File: src/rtl/enc_pkg.sv
// Shared LEGv8-subset encoding constants, op enum and loader FSM states.
// Used by instr_encode_comb and instr_encoder_loader (optional ENC_RANGE_CHECK_EN).
package enc_pkg;

    typedef enum logic [3:0] {
        OP_ADDI = 4'd0,
        OP_ADDS = 4'd1,
        OP_SUBS = 4'd2,
        OP_AND  = 4'd3,
        OP_EOR  = 4'd4,
        OP_LSR  = 4'd5,
        OP_LDUR = 4'd6,
        OP_STUR = 4'd7,
        OP_B    = 4'd8,
        OP_BLT  = 4'd9,
        OP_CBZ  = 4'd10
    } op_t;

    localparam logic [9:0]  OP10_ADDI = 10'b1001000100;
    localparam logic [10:0] OP11_ADDS = 11'b10101011000;
    localparam logic [10:0] OP11_SUBS = 11'b11101011000;
    localparam logic [10:0] OP11_AND  = 11'b10001010000;
    localparam logic [10:0] OP11_EOR  = 11'b11001010000;
    localparam logic [10:0] OP11_LSR  = 11'b11010011010;
    localparam logic [10:0] OP11_LDUR = 11'b11111000010;
    localparam logic [10:0] OP11_STUR = 11'b11111000000;
    localparam logic [7:0]  OP8_BLT   = 8'b01010100;
    localparam logic [7:0]  OP8_CBZ   = 8'b10110100;
    localparam logic [5:0]  OP6_B     = 6'b000101;
    localparam logic [4:0]  COND_LT   = 5'b01011;

    localparam logic [1:0] ST_IDLE = 2'd0;
    localparam logic [1:0] ST_LOAD = 2'd1;
    localparam logic [1:0] ST_DONE = 2'd2;

    // True when v, read as two's complement, fits in a w-bit signed field.
    function automatic logic fits_signed(input logic [31:0] v, input int unsigned w);
        logic signed [31:0] top;
        top = $signed(v) >>> (w - 1);
        return (top == 0) || (top == -1);
    endfunction

    function automatic logic fits_unsigned(input logic [31:0] v, input int unsigned w);
        return (v >> w) == 32'd0;
    endfunction

endpackage

File: src/rtl/instr_encode_comb.sv
// Combinational field -> 32-bit LEGv8 word encoder with illegal-op and
// immediate-range flags (range flag consumed only under ENC_RANGE_CHECK_EN).
module instr_encode_comb
    import enc_pkg::*;
(
    input  logic [3:0]  op_code,
    input  logic [4:0]  rd,
    input  logic [4:0]  rn,
    input  logic [4:0]  rm,
    input  logic [31:0] imm,
    output logic [31:0] word,
    output logic        illegal,
    output logic        range_err
);

    op_t op;
    assign op = op_t'(op_code);

    always_comb begin
        // NOTE: every output gets a default first so no path can infer a latch.
        word      = 32'd0;
        illegal   = 1'b0;
        range_err = 1'b0;
        case (op)
            OP_ADDI: begin
                word      = {OP10_ADDI, imm[11:0], rn, rd};
                range_err = !fits_unsigned(imm, 12);
            end
            OP_ADDS: word = {OP11_ADDS, rm, 6'd0, rn, rd};
            OP_SUBS: word = {OP11_SUBS, rm, 6'd0, rn, rd};
            OP_AND:  word = {OP11_AND,  rm, 6'd0, rn, rd};
            OP_EOR:  word = {OP11_EOR,  rm, 6'd0, rn, rd};
            OP_LSR: begin
                word      = {OP11_LSR, 5'd0, imm[5:0], rn, rd};
                range_err = !fits_unsigned(imm, 6);
            end
            OP_LDUR: begin
                word      = {OP11_LDUR, imm[8:0], 2'b00, rn, rd};
                range_err = !fits_signed(imm, 9);
            end
            OP_STUR: begin
                word      = {OP11_STUR, imm[8:0], 2'b00, rn, rd};
                range_err = !fits_signed(imm, 9);
            end
            OP_B: begin
                word      = {OP6_B, imm[25:0]};
                range_err = !fits_signed(imm, 26);
            end
            OP_BLT: begin
                word      = {OP8_BLT, imm[18:0], COND_LT};
                range_err = !fits_signed(imm, 19);
            end
            OP_CBZ: begin
                word      = {OP8_CBZ, imm[18:0], rd};
                range_err = !fits_signed(imm, 19);
            end
            default: illegal = 1'b1;
        endcase
    end

endmodule

File: src/rtl/instr_encoder_loader.sv
// Session loader: encodes accepted requests and streams them into imem, one word
// per cycle. ENC_RANGE_CHECK_EN adds immediate range rejection and err_range.
module instr_encoder_loader
    import enc_pkg::*;
#(
    parameter int DEPTH  = 1024,
    parameter int ADDR_W = 10
) (
    input  logic              clk,
    input  logic              rst_n,
    input  logic              start,
    input  logic [ADDR_W-1:0] base_addr,
    input  logic              op_valid,
    output logic              op_ready,
    input  logic [3:0]        op_code,
    input  logic              op_last,
    input  logic [4:0]        rd,
    input  logic [4:0]        rn,
    input  logic [4:0]        rm,
    input  logic [31:0]       imm,
    output logic              imem_we,
    output logic [ADDR_W-1:0] imem_addr,
    output logic [31:0]       imem_wdata,
    output logic              done,
    output logic [ADDR_W:0]   count,
`ifdef ENC_RANGE_CHECK_EN
    output logic              err_range,
`endif
    output logic              err_illegal,
    output logic              err_full
);

    localparam logic [ADDR_W-1:0] LAST_ADDR = ADDR_W'(DEPTH - 1);
    localparam logic [ADDR_W-1:0] PTR_ONE   = ADDR_W'(1);
    localparam logic [ADDR_W:0]   CNT_ONE   = (ADDR_W + 1)'(1);

    logic [1:0]        state_q,       state_d;
    logic [ADDR_W-1:0] ptr_q,         ptr_d;
    logic [ADDR_W:0]   count_q,       count_d;
    logic              err_illegal_q, err_illegal_d;
    logic              err_full_q,    err_full_d;
    logic              we_q,          we_d;
    logic [ADDR_W-1:0] addr_q,        addr_d;
    logic [31:0]       wdata_q,       wdata_d;

    logic [31:0] enc_word;
    logic        enc_illegal;
    logic        enc_range_err;
    logic        reject;

    instr_encode_comb u_encode (
        .op_code   (op_code),
        .rd        (rd),
        .rn        (rn),
        .rm        (rm),
        .imm       (imm),
        .word      (enc_word),
        .illegal   (enc_illegal),
        .range_err (enc_range_err)
    );

`ifdef ENC_RANGE_CHECK_EN
    logic err_range_q, err_range_d;
    assign reject = enc_illegal | enc_range_err;
`else
    // Without range checking, out-of-range immediates are simply truncated.
    logic unused_range_err;
    assign unused_range_err = enc_range_err;
    assign reject           = enc_illegal;
`endif

    always_comb begin
        state_d       = state_q;
        ptr_d         = ptr_q;
        count_d       = count_q;
        err_illegal_d = err_illegal_q;
        err_full_d    = err_full_q;
        we_d          = 1'b0;
        addr_d        = addr_q;
        wdata_d       = wdata_q;
`ifdef ENC_RANGE_CHECK_EN
        err_range_d   = err_range_q;
`endif
        case (state_q)
            ST_IDLE: begin
                if (start) begin
                    state_d       = ST_LOAD;
                    ptr_d         = base_addr;
                    count_d       = '0;
                    err_illegal_d = 1'b0;
                    err_full_d    = 1'b0;
`ifdef ENC_RANGE_CHECK_EN
                    err_range_d   = 1'b0;
`endif
                end
            end
            ST_LOAD: begin
                if (op_valid) begin
                    if (reject) begin
                        if (enc_illegal) err_illegal_d = 1'b1;
`ifdef ENC_RANGE_CHECK_EN
                        else             err_range_d   = 1'b1;
`endif
                        if (op_last) state_d = ST_DONE;
                    end else begin
                        we_d    = 1'b1;
                        addr_d  = ptr_q;
                        wdata_d = enc_word;
                        ptr_d   = ptr_q + PTR_ONE;
                        count_d = count_q + CNT_ONE;
                        if (op_last) begin
                            state_d = ST_DONE;
                        end else if (ptr_q == LAST_ADDR) begin
                            state_d    = ST_DONE;
                            err_full_d = 1'b1;
                        end
                    end
                end
            end
            ST_DONE: state_d = ST_IDLE;
            default: state_d = ST_IDLE;
        endcase
    end

    always_ff @(posedge clk or negedge rst_n) begin
        if (!rst_n) begin
            state_q       <= ST_IDLE;
            ptr_q         <= '0;
            count_q       <= '0;
            err_illegal_q <= 1'b0;
            err_full_q    <= 1'b0;
            we_q          <= 1'b0;
            addr_q        <= '0;
            wdata_q       <= '0;
`ifdef ENC_RANGE_CHECK_EN
            err_range_q   <= 1'b0;
`endif
        end else begin
            // NOTE: non-blocking updates so every flop samples pre-edge values.
            state_q       <= state_d;
            ptr_q         <= ptr_d;
            count_q       <= count_d;
            err_illegal_q <= err_illegal_d;
            err_full_q    <= err_full_d;
            we_q          <= we_d;
            addr_q        <= addr_d;
            wdata_q       <= wdata_d;
`ifdef ENC_RANGE_CHECK_EN
            err_range_q   <= err_range_d;
`endif
        end
    end

    assign op_ready    = (state_q == ST_LOAD);
    assign done        = (state_q == ST_DONE);
    assign imem_we     = we_q;
    assign imem_addr   = addr_q;
    assign imem_wdata  = wdata_q;
    assign count       = count_q;
    assign err_illegal = err_illegal_q;
    assign err_full    = err_full_q;
`ifdef ENC_RANGE_CHECK_EN
    assign err_range   = err_range_q;
`endif

endmodule

File: config.mk
export PLATFORM = sky130hd
export DESIGN_NAME = instr_encoder_loader
export DESIGN_NICKNAME = d
export VERILOG_FILES = /design/src/rtl/enc_pkg.sv /design/src/rtl/instr_encode_comb.sv /design/src/rtl/instr_encoder_loader.sv
export SDC_FILE = /design/constraint.sdc
export NUM_CORES = 1
export LEC_CHECK = 0
export BUFFER_PORTS_ARGS = -buffer_cell sky130_fd_sc_hd__buf_2
export CORE_ASPECT_RATIO = 1.1
export CORE_MARGIN = 5
export CORE_UTILIZATION = 50
export CTS_CLUSTER_SIZE = 30
export DETAILED_ROUTE_END_ITERATION = 6
export GPL_TIMING_DRIVEN = 0
export PLACE_DENSITY = 0.78
export SLEW_MARGIN = 20
export SYNTH_ARGS = -nofsm -noshare
export SYNTH_HDL_FRONTEND = slang
export SYNTH_SLANG_ARGS = --single-unit
export TNS_END_PERCENT = 50
File: constraint.sdc
create_clock -name clk -period 2.3 [get_ports clk]
set_input_delay 0.23 -clock clk [delete_from_list [all_inputs] [get_ports clk]]
set_output_delay 0.23 -clock clk [all_outputs]
set_load 0.05 [all_outputs]
==> impl_metrics.yaml <==
clock_network:
  cts_max_path_buffers: 2
  cts_tree: "done"
  cts_max_level: 3
  cts_buffers: 9
  path_clk_slew_ps: 70
  cts.repair.resized: 0
  cts.sinks: 68
  cts_root_buf: "clkbuf_8"
  clk_latency_ps: 350
drt:
  detail_route.wl_per_cell_um: 18.4
  ant_nets: 0
  routed_wl_mm: 11.5
  drc: 0
  first_pass_iters: 6
  drt_iter0_markers: 221
  via_count: 3802
  via_per_inst: 6.07
hold_path:
  min_from: "base_addr[8]"
  min_path_type: "input port to register"
sta:
  rsz0062_at_grt: "false"
  max_freq_mhz: 499
  hold_viol_final: 0
  skew_ps: 7.44
  tightest_slew_ps: 721
  setup_viol: 0
  fin_crit_sh_pct: 87.1
  whs_ps: 97.2
  slew_headroom_pct: 51.7
  maxSlewViolCount: 0
  fin_tns_setup_ps: 0
  period_needed_ps: 2000
finish:
  seqCellArea_sq_um: 1700
  nFillCells: 582
  diodes: 0
  nNetsFinal: 604
  fin_util_pct: 64.9
  drive_above_1_share_pct: 27.2
  multiInputGateArea_sq_um: 1770
  area_delta_synth_final_pct: 26.6
logic_synthesis:
  synth-seq-area-share_pct: 47.1
  synth.top_cell.area_share_pct: 47.1
  synth_flop_cell: "dfrtp_1"
  synth_area_sq_um: 3610
  yosys_warnings: 0
  async_flop_share_pct: 100
  yosysMostFrequentCell: "nand2_1"
  synth_largest_area_cell: "dfrtp_1"
  synth_commonest_cells: "nand2_1 (69), dfrtp_1 (68), nor2_1 (41), a21oi_1 (24)"
  synth.area.top_cells: "dfrtp_1 (47%), nand2_1 (7.2%), nor2_1 (4.3%)"
  syn_nets: 476
  netlist_instances: 408
  synth_seq_cells: 68
  ys_types: 59
  avgSynthCellArea_sq_um: 8.85
  synth-edff-count: 0
power_and_ir_drop:
  vdd.ir_drop.worst_mv: 0.877
  p_per_area_nw_per_um2: 1440
  leakage_nw: 2.17
floorplan:
  start_util_pct: 51.2
  dieArea_sq_um: 9020
  pin_count: 124
  num_rows: 32
  die_x_um: 91.0
  die_y_um: 99.1
  core_area_sq_um: 7050
setup_path:
  crit_chain: "or3b_1 > clkbuf_1 > o211ai_1 > o21ai_1 > a221o_1"
  crit_path_start_kind: "register"
  r2r_start: "state_q[0]"
  path_buf_inv: 1
  cp-startpoint: "state_q[0]"
  cp_slowest_stage_delay_ps: 430
  cp-end-kind: "register"
  crit_arrival_ps: 2240
  critPathTopFamily: "compound AO/OA/AOI/OAI gates"
  critPathRequiredTime_ps: 2540
  critPathSlowestCell: "dfrtp_1"
  cp_max_fo: 10
  crit_type: "register to register"
run:
  maxCapViolCount: 0
placed_design:
  routabilityCongestion: 0.959
  dp_hpwl_mm: 8.60
  port_buffers: 115
grt:
  grt_pass1_vias: 3875
  grt_max_degree: 36
  grt_usage_pct: 26.1
  antenna_found_initial: 0
  gr-total-overflow: 0
  grt_pass1_wl_mm: 19.0
run_status:
  outcome: "finished, final reports clean"
## per-layer routing
metal / track usage (%) / wire length [um] / vias to the layer above
met1: 34.2 / 4860 / 1793
met4: 11.7 / 322 / 0
met3: 6.43 / 1030 / 28
li1: - / - / 1758
met2: 41.1 / 5310 / 223
met5: 0 / 0 / -
## stage by stage
stage	power, mW	cells	worst slack, ps	cell area, sq um
2_1_floorplan	4.49	408	529	3610
3_3_place_gp	5.32	608	256	4290
3_5_place_dp	5.38	609	308	4320
4_1_cts	6.59	626	310	4560
5_1_grt	6.97	626	150	4570
6_report	6.58	626	297	4570
## placed cells by master, fill, tap and decap left out, types with 4 or more instances in the layout
| master | instances |
|---|---|
| a31oi_1 | 11 |
| and3_1 | 5 |
| a221oi_1 | 8 |
| o211ai_1 | 5 |
| a222oi_1 | 12 |
| or3_1 | 9 |
| nand4_1 | 5 |
| buf_2 | 122 |
| clkbuf_1 | 19 |
| o21ai_0 | 18 |
| dfrtp_1 | 68 |
| nor2_1 | 41 |
| nand2_1 | 69 |
| nor2b_1 | 6 |
| clkbuf_8 | 9 |
| nand3_1 | 13 |
| o21ai_1 | 7 |
| and2_1 | 4 |
| a22o_1 | 7 |
| a21o_1 | 6 |
| inv_1 | 6 |
| a21oi_1 | 24 |
## area by class of cell
class,count,area share [%]
plain buffers,29,2.60
clock buffers,10,2.79
clock inverters,6,2.44
inverters,8,0.657
multi-input cells,303,38.7
flip-flops and latches,68,37.2
well taps,85,2.33
repair buffers,117,13.3
## power by group
group,internal (mW),switching [mW],total [mW]
Clock,0.723,0.491,1.21
Sequential,1.70,0.402,2.10
Combinational,0.814,2.45,3.27
## registers in the layout (all words and copies together), names as in the netlist
name	flops
imem_we	1
state_q	2
imem_addr	10
imem_wdata	32
ptr_q	10
err_illegal	1
err_full	1
count	11
## timing repair
| item | 4_1_cts | 5_1_grt |
|---|---|---|
| setup buffers | 0 | 0 |
| hold buffers | 1 | 0 |
| endpoints found under the hold margin | 33 | 0 |
## kinds of logic (layout without fill, tap and decap cells)
logic type	count (synthesis)	count (layout)	share of synthesized area (%)
muxes	2	2	0.554
AOI/OAI and AO/OA	121	121	23.5
buffers and inverters	37	170	4.12
DFF	68	68	47.1
xor gates and xnor gates	1	1	0.243
adders and majority gates	2	2	0.693
and+or+nand+nor	177	177	23.7
## worst reg2reg max path: cells and delay by family (launching register included)
kind | cells | cell delay (ps)
simple gates | 1 | 410
buf+inv | 1 | 260
compound gates | 3 | 800
flops | 1 | 430
## path summary, 6_finish.rpt
| check | to | slack [ps] | depth (start not counted) |
|---|---|---|---|
| hold / removal | ptr_q[8] | 100 | 3 |
| max in group asynchronous | imem_wdata[15] | 1390 | 3 |
| min in group asynchronous | count[5] | 370 | 2 |
| setup reg to reg | ptr_q[9] | 300 | 5 |
| setup / recovery | ptr_q[9] | 300 | 5 |
| hold reg to reg | imem_addr[6] | 470 | 2 |
(Power assumes the default switching activity.)
